===== config.mk =====
export PLATFORM = sky130hd
export DESIGN_NAME = rng_deal_controller
export DESIGN_NICKNAME = d
export VERILOG_FILES = /design/src/rtl/rng_pkg.sv /design/src/rtl/rng_rr_arbiter.sv /design/src/rtl/rng_deal_controller.sv
export SDC_FILE = /design/constraint.sdc
export NUM_CORES = 1
export LEC_CHECK = 0
export CAP_MARGIN = 20
export CORE_MARGIN = 2
export CORE_UTILIZATION = 56
export CTS_CLUSTER_SIZE = 30
export DETAILED_ROUTE_END_ITERATION = 7
export PLACE_DENSITY = 0.76
export REMOVE_ABC_BUFFERS = 1
export SLEW_MARGIN = 20
export SYNTH_ARGS = -nofsm -noshare
export SYNTH_HDL_FRONTEND = slang
export SYNTH_SLANG_ARGS = --single-unit

===== constraint.sdc =====
create_clock -name clk_ctl_i -period 4.7 [get_ports clk_ctl_i]
set_clock_uncertainty 0.05 [all_clocks]
set_input_delay 0.47 -clock clk_ctl_i [delete_from_list [all_inputs] [get_ports clk_ctl_i]]
set_output_delay 0.47 -clock clk_ctl_i [all_outputs]
set_load 0.05 [all_outputs]

===== src/rtl/rng_pkg.sv =====
// rtl/rng_pkg.sv - shared deck constants, FSM state encoding and card range helper
package rng_pkg;

  localparam int DECK_SIZE = 52;
  localparam int CARD_W    = 8;

  typedef enum logic [1:0] {
    IDLE  = 2'd0,
    DRAW  = 2'd1,
    CLEAR = 2'd2,
    SCAN  = 2'd3
  } state_t;

  function automatic logic card_in_range(input int card, input int deck);
    return (card >= 1) && (card <= deck);
  endfunction

endpackage


===== src/rtl/rng_rr_arbiter.sv =====
// rtl/rng_rr_arbiter.sv - round-robin pick of the first request at or after the pointer
module rng_rr_arbiter #(
  parameter int N  = 4,
  parameter int PW = $clog2(N)
) (
  input  logic [N-1:0]  req,
  input  logic [PW-1:0] ptr,
  output logic [PW-1:0] grant,
  output logic          any
);

  always_comb begin
    grant = ptr;
    any   = 1'b0;
    for (int i = 0; i < N; i++) begin
      if (!any && req[(int'(ptr) + i) % N]) begin
        any   = 1'b1;
        grant = PW'((int'(ptr) + i) % N);
      end
    end
  end

endmodule


===== src/rtl/rng_deal_controller.sv =====
// rtl/rng_deal_controller.sv - deal sequencer sharing the card counter among players
// RNG_DEAL_FALLBACK_EN adds a bounded retry count and a lowest-free-card SCAN state.
module rng_deal_controller #(
  parameter int N_PLAYERS = 4,
  parameter int DECK_SIZE = rng_pkg::DECK_SIZE,
  parameter int CARD_W    = rng_pkg::CARD_W,
  parameter int MAX_RETRY = 15,
  localparam int PW = $clog2(N_PLAYERS),
  localparam int IW = $clog2(DECK_SIZE)
) (
  input  logic                 clk_ctl_i,
  input  logic                 rst_ctl_i,
  input  logic [N_PLAYERS-1:0] req_i,
  input  logic                 shuffle_i,
  input  logic [CARD_W-1:0]    card_i,
  output logic                 run_counter_o,
  output logic [CARD_W-1:0]    card_o,
  output logic [PW-1:0]        player_o,
  output logic                 card_valid_o,
  output logic [5:0]           cards_left_o,
  output logic                 deck_empty_o,
  output logic                 busy_o
);
  import rng_pkg::*;

  if (N_PLAYERS < 2 || N_PLAYERS > 8 || DECK_SIZE > 63 || MAX_RETRY < 1) begin : g_param_check
    $error("rng_deal_controller: unsupported parameter combination");
  end

  state_t                state_q, state_d;
  logic [DECK_SIZE-1:0]  mask_q;
  logic [5:0]            left_q;
  logic [PW-1:0]         ptr_q, grant_q, arb_grant, player_q;
  logic                  arb_any, pend_q, run_q, valid_q;
  logic [CARD_W-1:0]     card_q, accept_card;
  logic                  take_grant, accept, do_clear, deck_empty, draw_ok;
  logic [IW-1:0]         draw_idx, accept_idx;

`ifdef RNG_DEAL_FALLBACK_EN
  localparam int RW = $clog2(MAX_RETRY + 1);
  logic [RW-1:0] retry_q;
  logic [IW-1:0] scan_q;
`endif

  rng_rr_arbiter #(.N(N_PLAYERS), .PW(PW)) u_arb (
    .req   (req_i),
    .ptr   (ptr_q),
    .grant (arb_grant),
    .any   (arb_any)
  );

  assign deck_empty = (left_q == 6'd0);
  assign draw_idx   = IW'(card_i - CARD_W'(1));
  assign accept_idx = IW'(accept_card - CARD_W'(1));
  // Range is checked first so an out-of-deck value never selects a mask bit.
  assign draw_ok    = card_in_range(int'(card_i), DECK_SIZE) && !mask_q[draw_idx];

  always_ff @(posedge clk_ctl_i or posedge rst_ctl_i) begin
    if (rst_ctl_i) state_q <= IDLE;
    else           state_q <= state_d;
  end

  always_comb begin
    state_d     = state_q;
    take_grant  = 1'b0;
    accept      = 1'b0;
    accept_card = '0;
    do_clear    = 1'b0;
    case (state_q)
      IDLE: begin
        if (pend_q || shuffle_i) begin
          state_d = CLEAR;
        end else if (arb_any && !deck_empty) begin
          take_grant = 1'b1;
          state_d    = DRAW;
        end
      end
      DRAW: begin
        if (draw_ok) begin
          accept      = 1'b1;
          accept_card = card_i;
          state_d     = IDLE;
        end
`ifdef RNG_DEAL_FALLBACK_EN
        else if (int'(retry_q) == MAX_RETRY - 1) begin
          state_d = SCAN;
        end
`endif
      end
      CLEAR: begin
        do_clear = 1'b1;
        state_d  = IDLE;
      end
      SCAN: begin
`ifdef RNG_DEAL_FALLBACK_EN
        if (!mask_q[scan_q]) begin
          accept      = 1'b1;
          accept_card = CARD_W'(scan_q) + CARD_W'(1);
          state_d     = IDLE;
        end
`else
        state_d = IDLE;
`endif
      end
      default: state_d = IDLE;
    endcase
  end

  always_ff @(posedge clk_ctl_i or posedge rst_ctl_i) begin
    if (rst_ctl_i) begin
      mask_q   <= '0;
      left_q   <= 6'(DECK_SIZE);
      ptr_q    <= '0;
      grant_q  <= '0;
      player_q <= '0;
      card_q   <= '0;
      pend_q   <= 1'b0;
      run_q    <= 1'b0;
      valid_q  <= 1'b0;
    end else begin
      run_q   <= 1'b1;
      valid_q <= accept;
      if (take_grant) grant_q <= arb_grant;
      if (do_clear) pend_q <= 1'b0;
      else if (shuffle_i && state_q != IDLE) pend_q <= 1'b1;
      if (accept) begin
        mask_q[accept_idx] <= 1'b1;
        left_q   <= left_q - 6'd1;
        card_q   <= accept_card;
        player_q <= grant_q;
        ptr_q    <= (int'(grant_q) == N_PLAYERS - 1) ? '0 : grant_q + PW'(1);
      end
      if (do_clear) begin
        mask_q <= '0;
        left_q <= 6'(DECK_SIZE);
      end
    end
  end

`ifdef RNG_DEAL_FALLBACK_EN
  always_ff @(posedge clk_ctl_i or posedge rst_ctl_i) begin
    if (rst_ctl_i) begin
      retry_q <= '0;
      scan_q  <= '0;
    end else begin
      if (take_grant) retry_q <= '0;
      else if (state_q == DRAW && !draw_ok) retry_q <= retry_q + RW'(1);
      if (state_q == DRAW) scan_q <= '0;
      else if (state_q == SCAN) scan_q <= scan_q + IW'(1);
    end
  end
`endif

  assign run_counter_o = run_q;
  assign card_o        = card_q;
  assign player_o      = player_q;
  assign card_valid_o  = valid_q;
  assign cards_left_o  = left_q;
  assign deck_empty_o  = deck_empty;
  assign busy_o        = (state_q != IDLE);

endmodule

==> results.toml <==
[timing]
slew-limit-headroom = 0.498
fin_crit_sh = 0.922
slew_viol_final = 0
max_freq_ghz = 0.231
layout_min_cycle_time_ns = 4.33
rsz0062_at_grt = "no"
hold_viol = 0
tightest_slew_ns = 0.751
finalSetupViolations = 0

[detailed_routing]
wl_per_cell_um = 17.5
drt_iter0_drc = 300
vias = 3068
postRouteAntennaNets = 0
remaining_drc_errors = 0
via_per_inst = 5.93
wirelength_um = 9040
drt_pass1_iterations = 5

[placed_design]
place_hpwl_um = 6280
io_buffers = 34
gp_congestion = 0.908
dp.cells = 502

[finish]
fin_cells = 517
register_area_um2 = 1930
final_common_cell = "dfrtp_1"
mostFrequentLayoutCells = "dfrtp_1, nand2_1, o21ai_0"
layout-drive-gt1-share = 0.162
diodes = 0
area_growth_pct = 19.5
multi_input_area_um2 = 1830
fillers = 537
final_nets = 439

[clock_tree]
cts_tree = "done"
clk_path_buf_depth = 2
clk-insertion-delay-late_ns = 0.35
numClockSinks = 77
path_clk_slew_ns = 0.08
postCtsSetupBuffers = 0
clockRootBuffer = "clkbuf_8"
htree_levels = 3
cts_inserted_buffers = 9

[run]
maxCapViolCount = 0

[yosys]
async_flop_share = 1.00
dominantRegCellSynth = "dfrtp_1"
yosysWarnings = 0
synth-seq-cells = 77
yosysUniqueCellTypes = 57
yosysSeqAreaShare = 0.493
synth_edf_count = 0
syn_area_um2 = 3920
synth.avg_cell_area_um2 = 10.5
synthCells = 372

[critical_path]
critical_path_class = "primary input to flop"
required_ns = 4.89
reg2reg_depth = 12
critPathCaptureType = "flop"
startpoint_type = "primary input"
cp_data_arrival_time_ns = 4.52
ff2ff_setup_slack_ns = 1.26
crit_fanout = 8

[floorplanning]
core-area_um2 = 6790
rows = 30
die_h_um = 87.6
start_util = 0.576
die-width_um = 87.6
io-pin-count = 35
die_area_um2 = 7680

[power]
ir_drop_mv = 0.190
power_mw = 2.17
leakage_nw = 2.06
p_per_area_nw_per_um2 = 464

[grt]
grt_antenna_before_repair = 0
grt_use_total = 0.257
grt_first_pass_wirelength_um = 14800
overflow = 0
grt_pass1_vias = 2905
grt_max_degree = 52

[outcome]
status = "completed"

[min_path]
hold_path_depth = 2
min_path_type = "flop to flop"
[report_power, final]
| part | switching (mW) | total, mW | internal [mW] |
|---|---|---|---|
| sequential | 0.0673 | 0.813 | 0.745 |
| combinational | 0.451 | 0.702 | 0.251 |
| clock | 0.234 | 0.653 | 0.419 |
| total | 0.753 | 2.17 | 1.42 |
[flip-flops by register name (all words and copies together), names as in the netlist]
| register | flops |
|---|---|
| mask_q | 52 |
| card_valid_o | 1 |
| grant_q | 2 |
| state_q | 2 |
| pend_q | 1 |
| run_counter_o | 1 |
| player_o | 2 |
| ptr_q | 2 |
| cards_left_o | 6 |
| card_o | 8 |
[per-stage QoR]
step | util | setup slack [ns] | cell area, um^2 | TNS, ns | hold slack, ns
detailed placement | 0.649 | -0.0271 | 4410 | -0.0511 | 0.417
floorplan | - | 0.351 | 3810 | 0 | 0.393
global placement | 0.649 | 0.0717 | 4410 | 0 | 0.407
finish | 0.688 | 0.367 | 4680 | 0 | 0.432
global route | 0.688 | 0.124 | 4680 | 0 | 0.459
CTS | 0.687 | 0.261 | 4670 | 0 | 0.436
[path summary, 6_finish.rpt]
check                                       startpoint                endpoint
worst max-delay path                         card_i[1]  mask_q[23]$_DFFE_PP0P_
worst min-delay path            mask_q[32]$_DFFE_PP0P_  mask_q[32]$_DFFE_PP0P_
worst max register to register   mask_q[4]$_DFFE_PP0P_  mask_q[23]$_DFFE_PP0P_
worst min register to register  mask_q[32]$_DFFE_PP0P_  mask_q[32]$_DFFE_PP0P_
max in group asynchronous                    rst_ctl_i  mask_q[11]$_DFFE_PP0P_
min in group asynchronous                    rst_ctl_i   card_o[6]$_DFFE_PP0P_
[cells in the mapped netlist (2+ instances only)]
library cell	count	share of area
a2111oi_0	4	0.0089
a21oi_1	7	0.0089
a22oi_1	3	0.0058
a41oi_1	2	0.0045
and2_1	6	0.0096
and3_1	4	0.0064
buf_2	4	0.0051
buf_6	4	0.012
clkbuf_1	10	0.0096
dfrtp_1	74	0.47
dfstp_2	3	0.020
ha_1	7	0.022
inv_1	17	0.016
mux2_2	6	0.017
mux2_4	3	0.012
mux2i_1	8	0.020
mux4_2	13	0.075
nand2_1	60	0.058
nand2b_1	5	0.0080
nand3_1	7	0.0089
nand4_1	2	0.0032
nor2_1	17	0.016
nor2b_1	3	0.0048
nor3_1	11	0.014
nor3b_1	7	0.013
o2111ai_1	2	0.0045
o21ai_0	45	0.058
o31ai_1	3	0.0058
xnor2_1	4	0.0089
xor2_1	4	0.0089
[cell type report]
cell class,instances,area share
well taps,96,0.0257
multi-input cells,260,0.390
repair buffers,52,0.102
inverters,17,0.0136
clock buffers,11,0.0302
clock inverters,4,0.0257
flip-flops and latches,77,0.413
[cell families (layout without fill, tap and decap cells)]
| family | after synthesis | in the layout | synth area share |
|---|---|---|---|
| xor gates and xnor gates | 8 | 8 | 0.0179 |
| other | 1 | 1 | 0.000958 |
| adders and majority gates | 7 | 7 | 0.0224 |
| DFF | 77 | 77 | 0.493 |
| muxes | 31 | 31 | 0.127 |
| AOI/OAI and AO/OA | 80 | 80 | 0.127 |
| buffers and inverters | 35 | 84 | 0.0425 |
| and+or+nand+nor | 133 | 133 | 0.169 |
[layer usage]
metal  wire length, um  GRT usage  vias up  part of all wire
met3               653     0.0669       28             0.072
met2              4240      0.399      133              0.47
li1                  -          -     1413                 -
met4               201     0.0811        0             0.022
met1              3950      0.357     1494              0.44
met5                 0          0        -                 0
[worst max-delay path, cell delays in order]
cell,delay [ns]
clkdlybuf4s50_1,0.44
inv_1,0.14
ha_1,0.26
nor3b_1,0.21
buf_4,0.16
xor2_1,0.32
a2111oi_0,0.11
or4_1,0.60
a21oi_4,0.19
nand2b_1,0.14
ha_1,0.21
nor3b_2,0.34
xnor2_1,0.14
nor2_1,0.21
nand3_1,0.24
o31ai_1,0.33
[timing repair]
action | in CTS | in global routing
setup endpoints to repair | 0 | 7
gates resized for setup | 0 | 1
hold buffers | 0 | 0
No activity file was read; power rests on OpenSTA's default activity.
